--- config.mk ---
export PLATFORM = sky130hd
export DESIGN_NAME = gcd_host_sequencer
export DESIGN_NICKNAME = d
export VERILOG_FILES = /design/src/rtl/gcd_host_sequencer.sv
export SDC_FILE = /design/constraint.sdc
export NUM_CORES = 1
export LEC_CHECK = 0
export CAP_MARGIN = 30
export CELL_PAD_IN_SITES_DETAIL_PLACEMENT = 2
export CELL_PAD_IN_SITES_GLOBAL_PLACEMENT = 2
export CORE_ASPECT_RATIO = 1.4
export CORE_MARGIN = 2
export CORE_UTILIZATION = 25
export CTS_CLUSTER_SIZE = 8
export DETAILED_ROUTE_END_ITERATION = 12
export GPL_ROUTABILITY_DRIVEN = 0
export MAX_ROUTING_LAYER = met4
export PLACE_DENSITY_LB_ADDON = 0.1
export SLEW_MARGIN = 20
export SYNTH_ARGS = -nofsm -noshare
export SYNTH_HDL_FRONTEND = slang
export SYNTH_SLANG_ARGS = --single-unit
--- constraint.sdc ---
create_clock -name clk -period 1.76 [get_ports clk]
set_clock_uncertainty 0.1 [all_clocks]
set_input_delay 0.352 -clock clk [delete_from_list [all_inputs] [get_ports clk]]
set_output_delay 0.352 -clock clk [all_outputs]
set_load 0.01 [all_outputs]
--- src/rtl/gcd_host_sequencer.sv ---
// Host-side sequencer for a serial-load GCD datapath/controller pair:
// accepts operand pairs, streams A then B, waits for done (bounded), returns the result.
module gcd_host_sequencer #(
  parameter int WIDTH   = 16,
  parameter int TIMEOUT = 1023
) (
  input  logic             clk,
  input  logic             rst_n,
  input  logic             op_valid,
  output logic             op_ready,
  input  logic [WIDTH-1:0] op_a,
  input  logic [WIDTH-1:0] op_b,
  output logic             res_valid,
  input  logic             res_ready,
  output logic [WIDTH-1:0] res_gcd,
  output logic             res_err,
  output logic             gcd_start,
  output logic [WIDTH-1:0] gcd_data,
  input  logic             gcd_done,
  input  logic [WIDTH-1:0] gcd_result,
  output logic [15:0]      jobs_done
);

  localparam int CW = (TIMEOUT > 2) ? $clog2(TIMEOUT) : 1;

  typedef enum logic [2:0] {IDLE, LDA, LDB, WAIT, RESP} state_t;

  state_t           state, next;
  logic [WIDTH-1:0] reg_a, reg_b;
  logic [CW-1:0]    cnt;
  logic             accept, zero_pair, timeout_hit, consume;

  assign accept      = (state == IDLE) && op_valid;
  assign zero_pair   = (op_a == '0) || (op_b == '0);
  assign timeout_hit = (cnt == CW'(TIMEOUT - 1));
  assign consume     = (state == RESP) && res_ready;

  always_comb begin
    next = state;
    case (state)
      IDLE:    if (accept) next = zero_pair ? RESP : LDA;
      LDA:     next = LDB;
      LDB:     next = WAIT;
      WAIT:    if (gcd_done || timeout_hit) next = RESP;
      RESP:    if (consume) next = IDLE;
      default: next = IDLE;
    endcase
  end

  always_comb begin
    op_ready  = (state == IDLE);
    gcd_start = (state == LDA) || (state == LDB) || (state == WAIT);
    gcd_data  = '0;
    case (state)
      LDA:       gcd_data = reg_a;
      LDB, WAIT: gcd_data = reg_b;
      default:   gcd_data = '0;
    endcase
  end

  always_ff @(posedge clk) begin
    if (!rst_n) begin
      state     <= IDLE;
      res_valid <= 1'b0;
      reg_a     <= '0;
      reg_b     <= '0;
      cnt       <= '0;
      res_gcd   <= '0;
      res_err   <= 1'b0;
      jobs_done <= '0;
    end else begin
      state     <= next;
      res_valid <= (next == RESP);
      if (accept) begin
        reg_a <= op_a;
        reg_b <= op_b;
        if (zero_pair) begin
          res_gcd <= op_a | op_b;
          res_err <= 1'b0;
        end
      end
      if (state == LDB) cnt <= '0;
      // done is checked before the timeout so a coinciding done is never reported as an error
      if (state == WAIT) begin
        if (gcd_done) begin
          res_gcd <= gcd_result;
          res_err <= 1'b0;
        end else if (timeout_hit) begin
          res_gcd <= '0;
          res_err <= 1'b1;
        end else begin
          cnt <= cnt + 1'b1;
        end
      end
      if (consume && !res_err) jobs_done <= jobs_done + 16'd1;
    end
  end

endmodule

==> flow_summary.ini, run 1 <==
[run_status]
status = finished with violations
violations = negative setup slack

[synth]
synth_cells = 438
async_reset_ff_frac = 0
ys_top_cells_by_area = dfxtp_1, nand2_1, a21boi_1, a32o_1, a22o_1
synth_compound_area_frac = 0.193
synth-simple-area-share = 0.303
synth_top_area_frac = 0.419
synth.cell_area_um2 = 3780
ys_ff_latch = 79
ys.flop_type = dfxtp_1
synth_top_family_by_area = simple AND/OR/NAND/NOR gates
ys_types = 46
synthAdderAreaFrac = 0.00994
syn-num-nets = 494
synth_edf_count = 0
yosys-mux-area-fraction = 0.00530
yosysWarnings = 0
yosysTopAreaCell = dfxtp_1
post_synth.cell_area_avg_um2 = 8.62
synth_xor_area_frac = 0.0325
ys_seq_area_frac = 0.419

[worst_setup_path]
path_max_fanout = 4
cp.arrival_ns = 1.61
crit_chain = buf_6, nor3b_4, buf_6, buf_6, buf_6, a22o_1, buf_6
cp.required_ns = 1.31
crit_type = flop to output port
r2r_start = state[1]$_SDFF_PN0_
cp_slowest_cell = dfxtp_2
crit_start = state[1]$_SDFF_PN0_
crit_path_max_incr_delay_ns = 0.33
endpoint_kind = output port
cpMostUsedCell = buf_6
start_kind = flop

[clock_tree]
root_buffer = clkbuf_16
cts_tree = yes
cts_max_path_buffers = 2
hold_buffers = 0
cts.clk_slew.worst_paths_ns = 0.06
insertion_delay_ns = 0.33
clock_sinks = 79
cts_max_level = 3
cts_made_buffers = 9

[grt]
grt_busiest_layer = met2
track_usage = 0.202
grt_antenna_before_repair = 1
gr-total-overflow = 0
use_met1 = 0.239
grt_max_degree = 33
grt_pass1_wl_mm = 24.3
grtUsageMet3 = 0.0322
first_global_vias = 4474
met2_usage = 0.349

[layout]
mostFrequentLayoutCells = nand2_1, buf_4, dfxtp_1, clkdlybuf4s50_1, a21boi_1
seq_area_um2 = 1600
multi_input_area_um2 = 2450
final_util = 0.445
drive_gt1_frac = 0.384
area_growth_pct = 75.7
final_common_cell = nand2_1
fillers = 1627
instances_no_fill = 837
finalNetCount = 696

[timing]
slew_headroom = 0.756
tightestPinTransition_ns = 0.366
tns_ns = -9.79
hold_viol_final = 0
drv_slew = 0
fin_crit_ns = 2.07
holdWs_ns = 0.282
timing.final.ws_setup_ns = -0.306
rsz0062_at_grt = true
timing.final.crit_share = 1.17
max_freq_ghz = 0.484
finalSetupViolations = 51

[die]
coreArea_um2 = 14900
io_pins = 105
initial_core_util = 0.253
die_w_um = 108
dieArea_um2 = 16100
die_y_um = 149
fp-row-count = 53

[placed_design]
port_buffers = 104
dpl.cell_count = 789
dp_hpwl_mm = 10.5

[route]
vias = 4047
initialDrtViolationCount = 63
routed_via_density = 4.84
routedWlPerCell_um = 19.1
dr.pass1.iters = 4
drcViolationCount = 0
ant_nets = 0
routed_wl_mm = 16.0

[worst_hold_path]
hold_start = op_b[1]
worstHoldPathType = primary input to flop

[power]
power.leakage_uw = 0.00287
peakVddDrop_mv = 0.422
power_density_nw_per_um2 = 722

[run]
maxCapViolations = 0
==> critical path: cells and delay by family (launching register included) <==
kind / cells / cell delay, ns
simple gates: 1 / 0.22
compound gates: 1 / 0.13
flops: 1 / 0.33
buf+inv: 5 / 0.59
==> metal layers <==
layer | wire length, µm | vias up | share of wire
li1 | - | 1943 | -
met1 | 6680 | 1999 | 0.42
met2 | 8480 | 83 | 0.53
met3 | 516 | 22 | 0.032
met4 | 302 | 0 | 0.019
met5 | 0 | - | 0
==> what timing repair did <==
action,in CTS,in global routing
pin swaps,55,36
cloned,5,1
setup endpoints to repair,66,92
gates resized for setup,209,72
setup buffers,22,13
==> sequential cells by signal, summed over array words and instances (netlist names) <==
register / flops
res_err: 1
jobs_done: 16
state: 3
res_gcd: 16
reg_a: 16
cnt: 10
res_valid: 1
reg_b: 16
==> logic make-up after synthesis <==
kind of cell,count (synthesis)
simple gates,215
mux,2
fa+ha+maj,3
compound gates,92
xor+xnor,14
buf+inv,33
flops,79
==> stage by stage <==
step | area [µm²] | power (µW) | setup WS (ns)
2_1_floorplan | 3840 | 2260 | 0.0178
6_report | 6640 | 4790 | -0.306
3_5_place_dp | 5680 | 2750 | -0.909
5_1_grt | 6640 | 5010 | -0.372
3_3_place_gp | 5680 | 2730 | -0.842
4_1_cts | 6400 | 4790 | -0.398
==> where the power goes <==
part | total (µW) | internal [µW] | switching [µW]
Sequential | 1910 | 1860 | 44.4
Combinational | 949 | 480 | 469
Clock | 1930 | 1180 | 758
Total | 4790 | 3520 | 1270
==> Yosys cell counts, types with 6 or more instances <==
master,instances
a21boi_1,34
and2_1,16
buf_2,8
xnor2_1,6
nor3_2,7
nand4_1,8
nor4_1,9
nand2_1,94
clkbuf_1,16
or2_2,12
o21ai_0,8
nand3_1,9
a32o_1,16
a22o_1,16
inv_1,8
nor2_1,26
dfxtp_1,79
xor2_1,8
==> worst paths after layout <==
check / end / slack (ns) / cells after the start
worst min-delay path: reg_b[1]$_SDFFE_PN0P_ / 0.28 / 4
worst max-delay path: gcd_data[10] / -0.31 / 7
worst max register to register: res_gcd[13]$_SDFF_PN0_ / -0.31 / 12
worst min register to register: reg_a[5]$_SDFFE_PN0P_ / 0.36 / 2
==> area by class of cell <==
cell class,count,area share
Tap cell,192,0.0362
Inverter,8,0.00452
Antenna cell,1,0.000377
Sequential cell,79,0.241
Multi-Input combinational cell,326,0.369
Clock inverter,2,0.00584
Clock buffer,13,0.0392
Timing Repair Buffer,216,0.304
No activity file was read; power rests on OpenSTA's default activity.
==> run 2, diff against run 1 <==
- CAP_MARGIN: 30 -> 25
==> results of run 2 <==
Final layout, timing and power as in run 1 (identical DEF).
==> run 3, diff against run 2 <==
--- a/config.mk
+++ b/config.mk
@@ -11,5 +11,6 @@
 export CORE_ASPECT_RATIO = 1.4
 export CORE_MARGIN = 2
-export CORE_UTILIZATION = 25
+export CORE_UTILIZATION = 26
+export CTS_BUF_LIST = sky130_fd_sc_hd__clkbuf_4 sky130_fd_sc_hd__clkbuf_8
 export CTS_CLUSTER_SIZE = 8
 export DETAILED_ROUTE_END_ITERATION = 12
--- a/constraint.sdc
+++ b/constraint.sdc
@@ -3,3 +3,3 @@
 set_input_delay 0.352 -clock clk [delete_from_list [all_inputs] [get_ports clk]]
 set_output_delay 0.352 -clock clk [all_outputs]
-set_load 0.01 [all_outputs]
+set_load 0.02 [all_outputs]
==> flow_summary.ini, run 3 (synthesis gave the netlist of run 1 again) <==
[layout]
fillers = 1600
seq_area_um2 = 1590
finalNetCount = 689
mostFrequentLayoutCells = nand2_1, dfxtp_1, buf_4, dlygate4sd2_1, buf_6
drive_gt1_frac = 0.368
area_growth_pct = 74.7
final_cell_area_um2 = 6600
multi_input_area_um2 = 2500
final_common_cell = nand2_1

[grt]
grt_antenna_before_repair = 1
first_global_vias = 4515
track_usage = 0.207
grt_max_degree = 36
gr-total-overflow = 0
grt_pass1_wl_mm = 24.0

[timing]
hold_viol_final = 0
tns_ns = -7.80
max_freq_ghz = 0.500
finalSetupViolations = 55
holdWs_ns = 0.272
slew_headroom = 0.764
tightestPinTransition_ns = 0.353
drv_slew = 0
timing.final.crit_share = 1.14
rsz0062_at_grt = true
timing.final.ws_setup_ns = -0.239
fin_crit_ns = 2.00

[placed_design]
port_buffers = 104
post_dp_cell_area_um2 = 5780
dp_hpwl_mm = 11.0

[clock_tree]
cts_tree = yes
cts_max_level = 3
root_buffer = clkbuf_8
cts.clk_slew.worst_paths_ns = 0.09
clock_sinks = 79
cts_made_buffers = 9
insertion_delay_ns = 0.36
cts_max_path_buffers = 2
hold_buffers = 0

[route]
dr.pass1.iters = 4
initialDrtViolationCount = 71
routed_via_density = 4.87
vias = 4036
routed_wl_mm = 16.2
ant_nets = 0
routedWlPerCell_um = 19.5
drcViolationCount = 0

[worst_setup_path]
r2r_start = state[1]$_SDFF_PN0_
crit_start = state[2]$_SDFF_PN0_
crit_end = gcd_data[7]
cp.required_ns = 1.31
critical_path_buf_inv_count = 3
start_kind = flop
cp_top_family = buffers and inverters
crit_chain = nor3b_4, buf_12, buf_16, a22o_1, buf_6
cp.arrival_ns = 1.55
cp_slowest_cell = dfxtp_4
r2r_setup_slack_ns = -0.20
endpoint_kind = output port
r2r_cells = 9
path_max_fanout = 8
r2r_end = res_gcd[1]$_SDFF_PN0_
crit_type = flop to output port
crit_cells = 5
crit_path_max_incr_delay_ns = 0.37

[run_status]
status = finished with violations
violations = negative setup slack

[die]
initial_core_util = 0.264
fp-row-count = 52
coreArea_um2 = 14300
die_y_um = 147
dieArea_um2 = 15500
die_w_um = 106
io_pins = 105

[worst_hold_path]
worstHoldPathType = primary input to flop

[run]
maxCapViolations = 0

[power]
power_density_nw_per_um2 = 679
power.leakage_uw = 0.00294
peakVddDrop_mv = 0.385
==> run 3: cell types whose count changed in the layout (fill, tap and decap cells not counted), sizes merged, moves of 2 or more <==
| cell | change |
|---|---|
| dlygate4sd2 | +51 |
| clkdlybuf4s50 | -29 |
| buf | -17 |
| clkdlybuf4s15 | -8 |
| clkbuf | -6 |
| clkinvlp | +2 |
| dlymetal6s2s | -2 |
==> run 3: timing repair <==
action                     4_1_cts  5_1_grt
gates resized for setup        210       60
setup buffers                   11       13
gates cloned                     5        2
setup endpoints to repair       88       60
pin swaps                       27       35
==> run 3: worst min-delay path by stage <==
stage	from	endpoint	slack [ns]	cells after the start
after floorplan	reg_a[12]$_SDFFE_PN0P_	reg_a[12]$_SDFFE_PN0P_	0.33	2
after detailed placement	reg_b[2]$_SDFFE_PN0P_	reg_b[2]$_SDFFE_PN0P_	0.35	2
final	op_a[4]	reg_a[4]$_SDFFE_PN0P_	0.27	4
after global routing	op_a[3]	reg_a[3]$_SDFFE_PN0P_	0.27	4
after global placement	reg_b[7]$_SDFFE_PN0P_	reg_b[7]$_SDFFE_PN0P_	0.34	2
after CTS	reg_b[13]$_SDFFE_PN0P_	reg_b[13]$_SDFFE_PN0P_	0.37	2
==> run 3: per-stage QoR <==
| step | std cells | power [µW] | utilization | setup WS [ns] |
|---|---|---|---|---|
| after floorplan | 438 | 2330 | - | 0.00365 |
| after global placement | 783 | 2810 | 0.404 | -0.714 |
| after detailed placement | 783 | 2830 | 0.404 | -0.682 |
| after CTS | 814 | 4460 | 0.440 | -0.250 |
| after global routing | 828 | 4680 | 0.461 | -0.294 |
| final | 828 | 4480 | 0.461 | -0.239 |
==> run 3: area by class of cell <==
type                    count  area share
diodes                      1    0.000379
flip-flops and latches     79       0.241
multi-input cells         327       0.379
well taps                 189      0.0358
clock inverters             6      0.0140
repair buffers            208       0.305
clock buffers              10      0.0199
inverters                   8     0.00455
==> run 3: per-layer routing <==
layer | vias up | wire, µm | part of all wire | track usage
met4 | 0 | 455 | 0.028 | 0.0757
met3 | 18 | 363 | 0.022 | 0.0254
met5 | - | 0 | 0 | -
li1 | 1927 | - | - | -
met1 | 2023 | 6100 | 0.38 | 0.207
met2 | 68 | 9260 | 0.57 | 0.403
==> run 3: power breakdown <==
part | switching (µW) | internal [µW] | total [µW]
clock | 762 | 826 | 1590
sequential | 52.0 | 1860 | 1910
combinational | 495 | 485 | 980
total | 1310 | 3170 | 4480
==> run 3: worst min-delay path, stage by stage <==
cell and delay [ns]:
clkbuf_2 0.10, buf_4 0.14, nand2_1 0.05, a21boi_1 0.05
